<file path="config.mk">
export PLATFORM = sky130hd
export DESIGN_NAME = bus_timer
export DESIGN_NICKNAME = d
export VERILOG_FILES = /design/src/rtl/bus_timer_pkg.sv /design/src/rtl/bus_timer.sv
export SDC_FILE = /design/constraint.sdc
export NUM_CORES = 1
export LEC_CHECK = 0
export ABC_AREA = 0
export CAP_MARGIN = 0
export CORE_ASPECT_RATIO = 2
export CORE_MARGIN = 4
export CORE_UTILIZATION = 40
export DETAILED_ROUTE_END_ITERATION = 8
export GPL_TIMING_DRIVEN = 0
export PLACE_DENSITY = 0.67
export SETUP_SLACK_MARGIN = 0.15
export SYNTH_ARGS = -nofsm -noshare
export SYNTH_HDL_FRONTEND = slang
export SYNTH_SLANG_ARGS = --single-unit
export TNS_END_PERCENT = 20
</file>
<file path="constraint.sdc">
create_clock -name i_clk -period 1.94 [get_ports i_clk]
set_clock_uncertainty 0.05 [all_clocks]
set_input_delay 0.388 -clock i_clk [delete_from_list [all_inputs] [get_ports i_clk]]
set_output_delay 0.388 -clock i_clk [all_outputs]
set_load 0.005 [all_outputs]
</file>
<file path="src/rtl/bus_timer_pkg.sv">
// Shared constants for the bus-mapped interval timer: register offsets
// within the 8-byte window and bit positions inside CTRL and STATUS.
package bus_timer_pkg;

    localparam logic [2:0] TMR_CNT_LO = 3'd0;
    localparam logic [2:0] TMR_CNT_HI = 3'd1;
    localparam logic [2:0] TMR_CTRL   = 3'd2;
    localparam logic [2:0] TMR_STATUS = 3'd3;

    localparam int CTRL_EN   = 0;
    localparam int CTRL_CONT = 1;
    localparam int CTRL_IE   = 2;

    localparam int STATUS_FLAG = 0;

endpackage

</file>
<file path="src/rtl/bus_timer.sv">
// Interval timer responding on the 6502 bus. Every CPU bus cycle is marked
// by a phi2 falling edge; register writes, read side effects and counter
// ticks all happen on the i_clk edge that sees that fall. The 16-bit down
// counter raises FLAG on expiry and optionally drives the active-low IRQ.
module bus_timer
    import bus_timer_pkg::*;
#(
    parameter logic [15:0] BASE_ADDR   = 16'hD000,
    parameter logic [15:0] RESET_LATCH = 16'hFFFF
) (
    input  logic        i_clk,
    input  logic        i_reset_n,
    input  logic        i_phi2,
    input  logic        i_rw,
    input  logic [15:0] i_addr,
    input  logic [7:0]  i_data,
    output logic [7:0]  o_data,
    output logic        o_sel,
    output logic        o_irq_n
);

    logic        phi2_q;
    logic [15:0] cnt_q,   cnt_d;
    logic [15:0] latch_q, latch_d;
    logic        en_q,    en_d;
    logic        cont_q,  cont_d;
    logic        ie_q,    ie_d;
    logic        flag_q,  flag_d;
    logic        irq_n_q, irq_n_d;

    logic        fall;
    logic        wr;
    logic        rd;
    logic        hi_wr;
    logic        tick;
    logic [2:0]  off;
    logic [7:0]  rd_val;

    assign off   = i_addr[2:0];
    assign o_sel = (i_addr[15:3] == BASE_ADDR[15:3]);
    assign fall  = phi2_q & ~i_phi2;
    assign wr    = fall & o_sel & ~i_rw;
    assign rd    = fall & o_sel & i_rw;
    // A CNT_HI write reloads the counter and suppresses that event's tick.
    assign hi_wr = wr & (off == TMR_CNT_HI);
    assign tick  = fall & en_q & ~hi_wr;

    // Register read view; offsets 4-7 are unused and read zero.
    always_comb begin
        rd_val = 8'h00;
        case (off)
            TMR_CNT_LO: rd_val = cnt_q[7:0];
            TMR_CNT_HI: rd_val = cnt_q[15:8];
            TMR_CTRL:   rd_val = {5'b0, ie_q, cont_q, en_q};
            TMR_STATUS: rd_val = {7'b0, flag_q};
            default:    rd_val = 8'h00;
        endcase
    end

    assign o_data  = (o_sel & i_rw) ? rd_val : 8'h00;
    assign o_irq_n = irq_n_q;

    // Next state: bus writes and read side effects first, then the tick,
    // so an expiry (FLAG set, one-shot EN clear) wins over same-event
    // STATUS clears and CTRL writes. The tick itself uses the old EN/CONT.
    always_comb begin
        cnt_d   = cnt_q;
        latch_d = latch_q;
        en_d    = en_q;
        cont_d  = cont_q;
        ie_d    = ie_q;
        flag_d  = flag_q;

        if (wr) begin
            case (off)
                TMR_CNT_LO: latch_d[7:0] = i_data;
                TMR_CNT_HI: begin
                    latch_d[15:8] = i_data;
                    cnt_d         = {i_data, latch_q[7:0]};
                    flag_d        = 1'b0;
                end
                TMR_CTRL: begin
                    en_d   = i_data[CTRL_EN];
                    cont_d = i_data[CTRL_CONT];
                    ie_d   = i_data[CTRL_IE];
                end
                TMR_STATUS: if (i_data[STATUS_FLAG]) flag_d = 1'b0;
                default: ;
            endcase
        end

        if (rd && off == TMR_STATUS) flag_d = 1'b0;

        if (tick) begin
            if (cnt_q != 16'd0) begin
                cnt_d = cnt_q - 16'd1;
            end else begin
                flag_d = 1'b1;
                if (cont_q) cnt_d = latch_q;
                else        en_d  = 1'b0;
            end
        end

        irq_n_d = ~(flag_d & ie_d);
    end

    // State registers, including the phi2 edge-detect history.
    always_ff @(posedge i_clk or negedge i_reset_n) begin
        if (!i_reset_n) begin
            phi2_q  <= 1'b0;
            cnt_q   <= 16'd0;
            latch_q <= RESET_LATCH;
            en_q    <= 1'b0;
            cont_q  <= 1'b0;
            ie_q    <= 1'b0;
            flag_q  <= 1'b0;
            irq_n_q <= 1'b1;
        end else begin
            phi2_q  <= i_phi2;
            cnt_q   <= cnt_d;
            latch_q <= latch_d;
            en_q    <= en_d;
            cont_q  <= cont_d;
            ie_q    <= ie_d;
            flag_q  <= flag_d;
            irq_n_q <= irq_n_d;
        end
    end

endmodule

</file>
Yosys cells after proc, flatten, opt, wreduce, memory -nomap -nowiden
Index checks and enable logic that the tools add are counted.
{"block": "word_totals", "input_bits": 28, "out_inout_bits": 10, "wordCells": 53, "reg_bits": 38}
{"block": "classes", "reduce_logical": 6, "muxes": 20, "n_eq_ne": 4, "n_addsub": 1, "n_bitwise": 13}
{"op": "16-bit two-way mux", "n": 5}
{"op": "8-bit one-hot mux with 4 select lines", "n": 1}
{"op": "16-bit nonzero test", "n": 1}
{"op": "16-bit by 1-bit subtractor with 16-bit output (second input constant)", "n": 1}
{"op": "13-bit == test (second input constant)", "n": 1}
{"op": "1-bit two-way mux", "n": 12}
{"op": "1-bit bitwise AND", "n": 9}
{"op": "8-bit two-way mux", "n": 1}
{"op": "3-bit by 2-bit == test with 1-bit output (second input constant)", "n": 2}
{"op": "2-bit AND reduction", "n": 3}
{"op": "1-bit inverter", "n": 4}
{"op": "3-bit by 1-bit == test with 1-bit output (second input constant)", "n": 1}
{"op": "3-bit zero test", "n": 1}
{"op": "1-bit one-hot mux with 2 select lines", "n": 1}
{"op": "1-bit logical AND", "n": 1}

Depth between registers and ports, before layout
Gate-level depths: netlist of the first run.
{"block": "depth", "ltp_word": 10, "depth_mapped": 8, "depth_no_buf": 7}

Worst setup path before layout of the first run
Ideal clock, no wire load.
{"block": "synth_path", "path_kind": "reg2reg", "start": "register cnt_q[6]", "end": "register cnt_q[0]", "path_buffers": 0, "path_slack_ps": 38, "synth_period_minus_slack_ps": 1902, "path_stages_with_launch": 6, "arrival_ps": 1732, "required_ps": 1770, "setup_time_ps": 120, "path_cell_list": "dfrtp_1 nor4_4 nand4_4 o21ai_1 or3b_1 o211a_1"}
{"block": "synth_via", "elab_chain_len": 3}
{"item": "start: declaration", "line": "bus_timer.sv:23", "rtl": "logic [15:0] cnt_q, cnt_d;"}
{"item": "start signal: assignment", "line": "bus_timer.sv:120", "rtl": "cnt_q <= cnt_d;"}
{"item": "16-bit nonzero test", "line": "bus_timer.sv:95", "rtl": "if (cnt_q != 16'd0) begin"}
{"item": "16-bit two-way mux", "line": "bus_timer.sv:95"}
{"item": "16-bit two-way mux", "line": "bus_timer.sv:94", "rtl": "if (tick) begin"}
{"item": "named net cnt_d[0]", "line": "bus_timer.sv:23"}
The timed path passes the listed nets, and every way through them passes these cells.
A chain may end at the register's enable or synchronous reset.

Final worst setup path of the first run
{"block": "layout_path", "start": "input port i_addr[7]", "end": "output port o_data[7]"}
{"block": "layout_via", "elab_chain_len": 3}
{"item": "start: declaration", "line": "bus_timer.sv:15", "rtl": "input logic [15:0] i_addr,"}
{"item": "13-bit == test", "line": "bus_timer.sv:40", "rtl": "assign o_sel = (i_addr[15:3] == BASE_ADDR[15:3]);"}
{"item": "1-bit bitwise AND", "line": "bus_timer.sv:60", "rtl": "assign o_data = (o_sel & i_rw) ? rd_val : 8'h00;"}
{"item": "8-bit two-way mux", "line": "bus_timer.sv:60"}
{"item": "end: declaration", "line": "bus_timer.sv:17", "rtl": "output logic [7:0] o_data,"}
Every way passes these cells.

==> results of run 1 <==
-- cells in the mapped netlist, types with 2 or more instances --
| library cell | n |
|---|---|
| a21o_1 | 3 |
| nand4_1 | 2 |
| nor3_1 | 6 |
| o21ai_0 | 9 |
| inv_1 | 3 |
| nand4b_1 | 2 |
| nand3b_1 | 7 |
| mux2i_1 | 8 |
| and4_1 | 3 |
| nor4bb_1 | 2 |
| nor4_4 | 2 |
| a32oi_1 | 14 |
| xnor2_1 | 6 |
| o31ai_1 | 2 |
| nor4_2 | 2 |
| nand3_1 | 5 |
| ha_1 | 2 |
| nor3b_1 | 3 |
| nor2_1 | 17 |
| nand2b_1 | 2 |
| clkbuf_1 | 7 |
| nor4_1 | 2 |
| mux2_2 | 10 |
| or4_1 | 2 |
| a21oi_1 | 5 |
| nand2_1 | 55 |
| xor2_1 | 5 |
| o21ai_1 | 2 |
| nor2b_1 | 3 |
| buf_2 | 6 |
| dfstp_2 | 17 |
| o22ai_1 | 4 |
| dfrtp_1 | 21 |
-- routing by layer --
metal | part of all wire [%] | wire length, um
met2 | 55 | 4230
met1 | 34 | 2630
met5 | 0 | 0
met4 | 5.5 | 427
met3 | 5.6 | 435
-- timing repair --
action                     CTS  global route
setup endpoints to repair   46            46
pin swaps                   16             5
setup buffers               11            13
gates cloned                 0             1
resized for setup          117            22
-- layout make-up --
cell class	instances	area [sq um]
buffer	14	106
timing repair buffer	60	468
fill	501	2550
sequential	38	980
multi-input combinational	206	1590
inverter	3	11.3
clock inverter	1	30.0
clock buffer	7	143
tap	63	78.8
-- flip-flops by register name (all words and copies together), names as in the netlist --
register  cells
cnt_q        16
latch_q      16
cont_q        1
en_q          1
flag_q        1
ie_q          1
o_irq_n       1
phi2_q        1
-- placed cells by master (no fill, tap or decap), types with 3 or more instances in the layout --
cell type	count
a21o_1	3
a21oi_1	5
a32oi_1	14
buf_2	15
buf_4	26
buf_6	7
clkbuf_16	5
clkbuf_2	5
clkdlybuf4s50_1	11
dfrtp_1	15
dfrtp_2	6
dfstp_2	17
dlygate4sd2_1	4
mux2_2	10
mux2i_1	8
nand2_1	53
nand3_1	4
nand3b_1	7
nor2_1	12
nor2_2	4
nor3_1	3
nor3_2	3
nor4_4	6
o21ai_0	9
o22ai_1	4
xnor2_1	6
xor2_1	5
-- critical path, cell delays in order --
cell and delay [ns]:
buf_6 0.10, nor4_4 0.31, and3_4 0.27, nand3_4 0.07, or2_4 0.27, buf_6 0.13, nor2_2 0.06, buf_2 0.11
-- report_power, final --
group	internal, mW	leakage, nW	total [mW]	switching (mW)
Clock	0.642	0.0841	0.965	0.322
Sequential	0.796	0.457	0.796	0.000581
Combinational	0.0563	1.01	0.117	0.0607
Total	1.49	1.55	1.88	0.384
-- logic make-up after synthesis --
| kind of cell | share of synthesized area [%] |
|---|---|
| AO/OA/AOI/OAI | 13.9 |
| XOR/XNOR | 3.96 |
| adder cells (fa/ha/maj) | 1.03 |
| buffers and inverters | 3.09 |
| flip-flops | 39.9 |
| multiplexers | 8.84 |
| AND/OR/NAND/NOR | 29.2 |
-- path summary, 6_finish.rpt --
| kind | to | slack, ns | cells after the start |
|---|---|---|---|
| min in group i_clk | latch_q[8] | 0.41 | 2 |
| max in group asynchronous | cont_q | 1.05 | 1 |
| max reg2reg | cnt_q[0] | -0.03 | 7 |
| min | phi2_q | 0.16 | 1 |
| min reg2reg | latch_q[8] | 0.41 | 2 |
| max | o_data[7] | -0.20 | 8 |
-- metrics by stage --
stage / setup slack [ns] / TNS [ns]
after global placement: -1.04 / -45.20
final: -0.196 / -1.34
after floorplan: 0.0474 / 0
after detailed placement: -1.07 / -32.29
after CTS: -0.193 / -1.39
after global routing: -0.237 / -3.69
==> impl_metrics.env, run 1 <==
export IMPL_rr_startpoint="cnt_q[0]"
export IMPL_synthTopCellsByArea="dfrtp_1 (22%), dfstp_2 (18%), nand2_1 (8.5%), a32oi_1 (5.0%), mux2_2 (4.6%)"
export IMPL_hp_class="input port to async pin"
export IMPL_syn_nets=290
export IMPL_grt_max_degree=39
export IMPL_ctsHtreeMaxLevel=2
export IMPL_grt_antenna_before_repair=0
export IMPL_core_area_sq_um=5960
export IMPL_use_met1_pct=19.6
export IMPL_setup_ws_ns=-0.196
export IMPL_cts_buffer_depth=2
export IMPL_placed_area_sq_um=2920
export IMPL_required_ns=1.50
export IMPL_die_w_um=63.2
export IMPL_drive_gt1_share_pct=40.1
export IMPL_drc=0
export IMPL_cts_tree="done"
export IMPL_yosys_warnings=0
export IMPL_tightest_slew_ns=0.884
export IMPL_die_h_um=118
export IMPL_grtUsageMet3_pct=4.75
export IMPL_syn_instance_count=260
export IMPL_gr_total_overflow=0
export IMPL_yosysSeqAreaShare_pct=39.9
export IMPL_dpl_cell_count=359
export IMPL_drtIter0Drc=86
export IMPL_cts_buffers=5
export IMPL_grt_pass1_vias=2386
export IMPL_synthFlopType="dfrtp_1"
export IMPL_worst_path_max_fanout=3
export IMPL_whs_ns=0.160
export IMPL_rows=40
export IMPL_p_leak_nw=1.55
export IMPL_finalSetupViolCount=19
export IMPL_busiest_layer="met2"
export IMPL_io_pin_count=38
export IMPL_min_period_ns=2.14
export IMPL_vias=2321
export IMPL_final_area_sq_um=3410
export IMPL_grt_setup_unrepaired="true"
export IMPL_n_antenna_cell=0
export IMPL_violations="setup timing"
export IMPL_outcome="finished, violations left"
export IMPL_finalHoldViolations=0
export IMPL_routedWlPerCell_um=19.7
export IMPL_start_util_pct=40.9
export IMPL_cts_root_buf="clkbuf_16"
export IMPL_post_route_period_util_pct=110
export IMPL_die_area_sq_um=7470
export IMPL_slew_headroom_pct=41.1
export IMPL_startpoint="i_addr[7]"
export IMPL_final_cells=392
export IMPL_yosysUniqueCellTypes=54
export IMPL_wirelength_um=7720
export IMPL_criticalPathCategory="input port to output port"
export IMPL_routed_via_density=5.92
export IMPL_worst_setup_path_end_kind="output port"
export IMPL_cp_arrival_ns=1.70
export IMPL_first_pass_iters=4
export IMPL_synth_edf_count=0
export IMPL_slew_viol_final=0
export IMPL_portBuffers=36
export IMPL_ys_async_sr_fraction_pct=100
export IMPL_irDropWorstVdd_v=0.000475
export IMPL_yosysTopAreaCell="dfrtp_1"
export IMPL_grt_pass1_wl_um=11900
export IMPL_total_power_mw=1.88
export IMPL_maxCapViolations=0
export IMPL_syn_cell_area_sq_um=2430
export IMPL_grt_use_met2_pct=38.3
export IMPL_gp_congestion=0.890
export IMPL_nNetsFinal=358
export IMPL_drtAntennaViolNets=0
export IMPL_grt_usage_pct=21.0
export IMPL_fmax_mhz=468
export IMPL_hold_buffers=0
export IMPL_clock_latency_ns=0.29
export IMPL_cp_start_kind="input port"
export IMPL_clk_pin_slew_ns=0.06
export IMPL_cts_sinks=38
export IMPL_synth_area_per_cell_sq_um=9.36
export IMPL_ys_ff_latch=38
export IMPL_power_density_nw_per_um2=551
export IMPL_post_route_util_pct=57.2
export IMPL_place_detailed_hpwl_um=5340
export IMPL_area_growth_pct=40.1
export IMPL_synth_top_area_share_pct=21.6
(Power assumes the default switching activity.)
==> run 2, diff against run 1 <==
--- a/config.mk
+++ b/config.mk
@@ -10,11 +10,10 @@
 export CORE_ASPECT_RATIO = 2
 export CORE_MARGIN = 4
 export CORE_UTILIZATION = 40
+export CTS_CLUSTER_DIAMETER = 120
 export DETAILED_ROUTE_END_ITERATION = 8
 export GPL_TIMING_DRIVEN = 0
-export PLACE_DENSITY = 0.67
 export SETUP_SLACK_MARGIN = 0.15
 export SYNTH_ARGS = -nofsm -noshare
 export SYNTH_HDL_FRONTEND = slang
 export SYNTH_SLANG_ARGS = --single-unit
-export TNS_END_PERCENT = 20
==> run 2 against run 1 <==
The run still ends with setup timing left. Count of clock-buffer cells in the layout down 1. Non-clock buffer count is 10 higher. Critical path type unchanged. Maximum frequency fell by 1.8%. Wire length rose by 11%. Global-route usage rose by 2.1 points. Worst hold slack got worse by 0.0091 ns. Highest routed layer unchanged. First-iteration DRC count grew 7.0%. Setup slack worse by 0.039 ns. Combinational power rose by 16%.
==> impl_metrics.env, run 2 (synthesis gave the netlist of run 1 again) <==
export IMPL_core_area_sq_um=5960
export IMPL_grt_pass1_wl_um=13300
export IMPL_outcome="finished, violations left"
export IMPL_r2r_end="cnt_q[5]"
export IMPL_n_antenna_cell=0
export IMPL_totalNegativeSetupSlack_ns=-1.18
export IMPL_clkPwrFrac_pct=47.1
export IMPL_layout_commonest_cell="nand2_1"
export IMPL_grt_usage_pct=23.2
export IMPL_p_int_mw=1.38
export IMPL_portBuffers=36
export IMPL_slew_viol_final=0
export IMPL_cts_buffer_depth=2
export IMPL_finalSetupViolCount=8
export IMPL_hold_buffers=0
export IMPL_r2r_slack_ns=-0.04
export IMPL_p_sw_mw=0.389
export IMPL_drive_gt1_share_pct=46.2
export IMPL_hp_class="input port to async pin"
export IMPL_cts_buffers=5
export IMPL_required_ns=1.50
export IMPL_finalHoldViolations=0
export IMPL_grt_pass1_vias=2564
export IMPL_tightest_slew_ns=0.866
export IMPL_irDropWorstVdd_v=0.000474
export IMPL_drtIter0Drc=92
export IMPL_pwr_share_comb_pct=7.7
export IMPL_grt_max_degree=39
export IMPL_nNetsFinal=367
export IMPL_grt_setup_unrepaired="true"
export IMPL_die_area_sq_um=7470
export IMPL_min_period_ns=2.17
export IMPL_area_growth_pct=52.3
export IMPL_mostFrequentLayoutCells="nand2_1 (52), buf_4 (24), dfrtp_1 (17), dfstp_2 (17), buf_6 (15)"
export IMPL_power_density_nw_per_um2=476
export IMPL_cts_tree="done"
export IMPL_drc=0
export IMPL_p_leak_nw=1.65
export IMPL_wirelength_um=8560
export IMPL_clock_latency_ns=0.29
export IMPL_vias=2397
export IMPL_setup_ws_ns=-0.235
export IMPL_rr_startpoint="cnt_q[2]"
export IMPL_cts_root_buf="clkbuf_16"
export IMPL_slew_headroom_pct=42.3
export IMPL_cp_arrival_ns=1.74
export IMPL_violations="setup timing"
export IMPL_die_w_um=63.2
export IMPL_startpoint="i_addr[7]"
export IMPL_post_route_util_pct=62.2
export IMPL_worstRegToRegCells=6
export IMPL_cp_start_kind="input port"
export IMPL_fmax_mhz=460
export IMPL_post_route_period_util_pct=112
export IMPL_gp_congestion=0.861
export IMPL_routed_via_density=5.98
export IMPL_seq_power_share_pct=45.1
export IMPL_rows=40
export IMPL_grt_antenna_before_repair=0
export IMPL_routedWlPerCell_um=21.3
export IMPL_ctsHtreeMaxLevel=2
export IMPL_gr_total_overflow=0
export IMPL_worst_path_max_fanout=3
export IMPL_maxCapViolations=0
export IMPL_first_pass_iters=4
export IMPL_io_pin_count=38
export IMPL_die_h_um=118
export IMPL_switching_share_pct=22.1
export IMPL_cts_sinks=38
export IMPL_drtAntennaViolNets=0
export IMPL_start_util_pct=40.9
export IMPL_place_detailed_hpwl_um=5690
export IMPL_clk_pin_slew_ns=0.06
export IMPL_top_regs="cnt_q x16, latch_q x16"
export IMPL_worst_setup_path_end_kind="output port"
export IMPL_criticalPathCategory="input port to output port"
-- run 2: final cells by class --
class                           count  area [sq um]
Fill cell                         494          2250
Multi-Input combinational cell    205          1710
Timing Repair Buffer               70           638
Buffer                             14           139
Sequential cell                    38           977
Clock buffer                        6           139
Inverter                            3          11.3
Clock inverter                      2          12.5
Tap cell                           63          78.8
-- run 2: critical path, stage by stage --
cell and delay [ns]:
buf_6 0.10, nor4_4 0.29, and3_4 0.24, nand3_2 0.08, or2_4 0.29, buf_6 0.15, nor2_4 0.08, buf_2 0.11
-- run 2: worst max-delay path by stage --
stage	slack, ns	cells after the start	endpoint
3_5_place_dp	-1.12	7	o_data[3]
6_report	-0.23	8	o_data[3]
5_1_grt	-0.27	8	o_data[3]
4_1_cts	-0.24	8	o_data[6]
3_3_place_gp	-1.11	7	o_data[3]
2_1_floorplan	0.05	5	cnt_q[0]
-- run 2: power groups by stage --
stage | combinational, mW | sequential, mW | clock, mW
finish | 0.136 | 0.796 | 0.832
global route | 0.147 | 0.796 | 0.883
CTS | 0.124 | 0.796 | 0.855
detailed placement | 0.114 | 0.809 | 0
global placement | 0.114 | 0.809 | 0
floorplan | 0.0267 | 0.809 | 0
-- run 2: metal layers --
metal | vias up | track usage, % | part of all wire [%]
met3 | 33 | 3.80 | 3.5
li1 | 1104 | - | -
met2 | 79 | 42.6 | 56
met4 | 0 | 16.7 | 5.8
met5 | - | 0 | 0
met1 | 1181 | 22.5 | 34
-- run 2: through the flow --
stage | total power [mW] | std cells | setup slack (ns) | hold slack, ns | instance area (sq um)
global placement | 0.923 | 359 | -1.11 | 0.395 | 2950
global route | 1.83 | 401 | -0.267 | 0.239 | 3710
floorplan | 0.836 | 260 | 0.0474 | 0.0424 | 2510
CTS | 1.78 | 390 | -0.241 | 0.203 | 3400
finish | 1.76 | 401 | -0.235 | 0.151 | 3710
detailed placement | 0.923 | 359 | -1.12 | 0.397 | 2950
-- run 2: repair_timing --
action / 4_1_cts / 5_1_grt
endpoints found under the hold margin: 0 / 0
cloned: 1 / 1
pin swaps: 13 / 12
setup buffers: 22 / 10
gates resized for setup: 119 / 80
setup endpoints to repair: 46 / 46
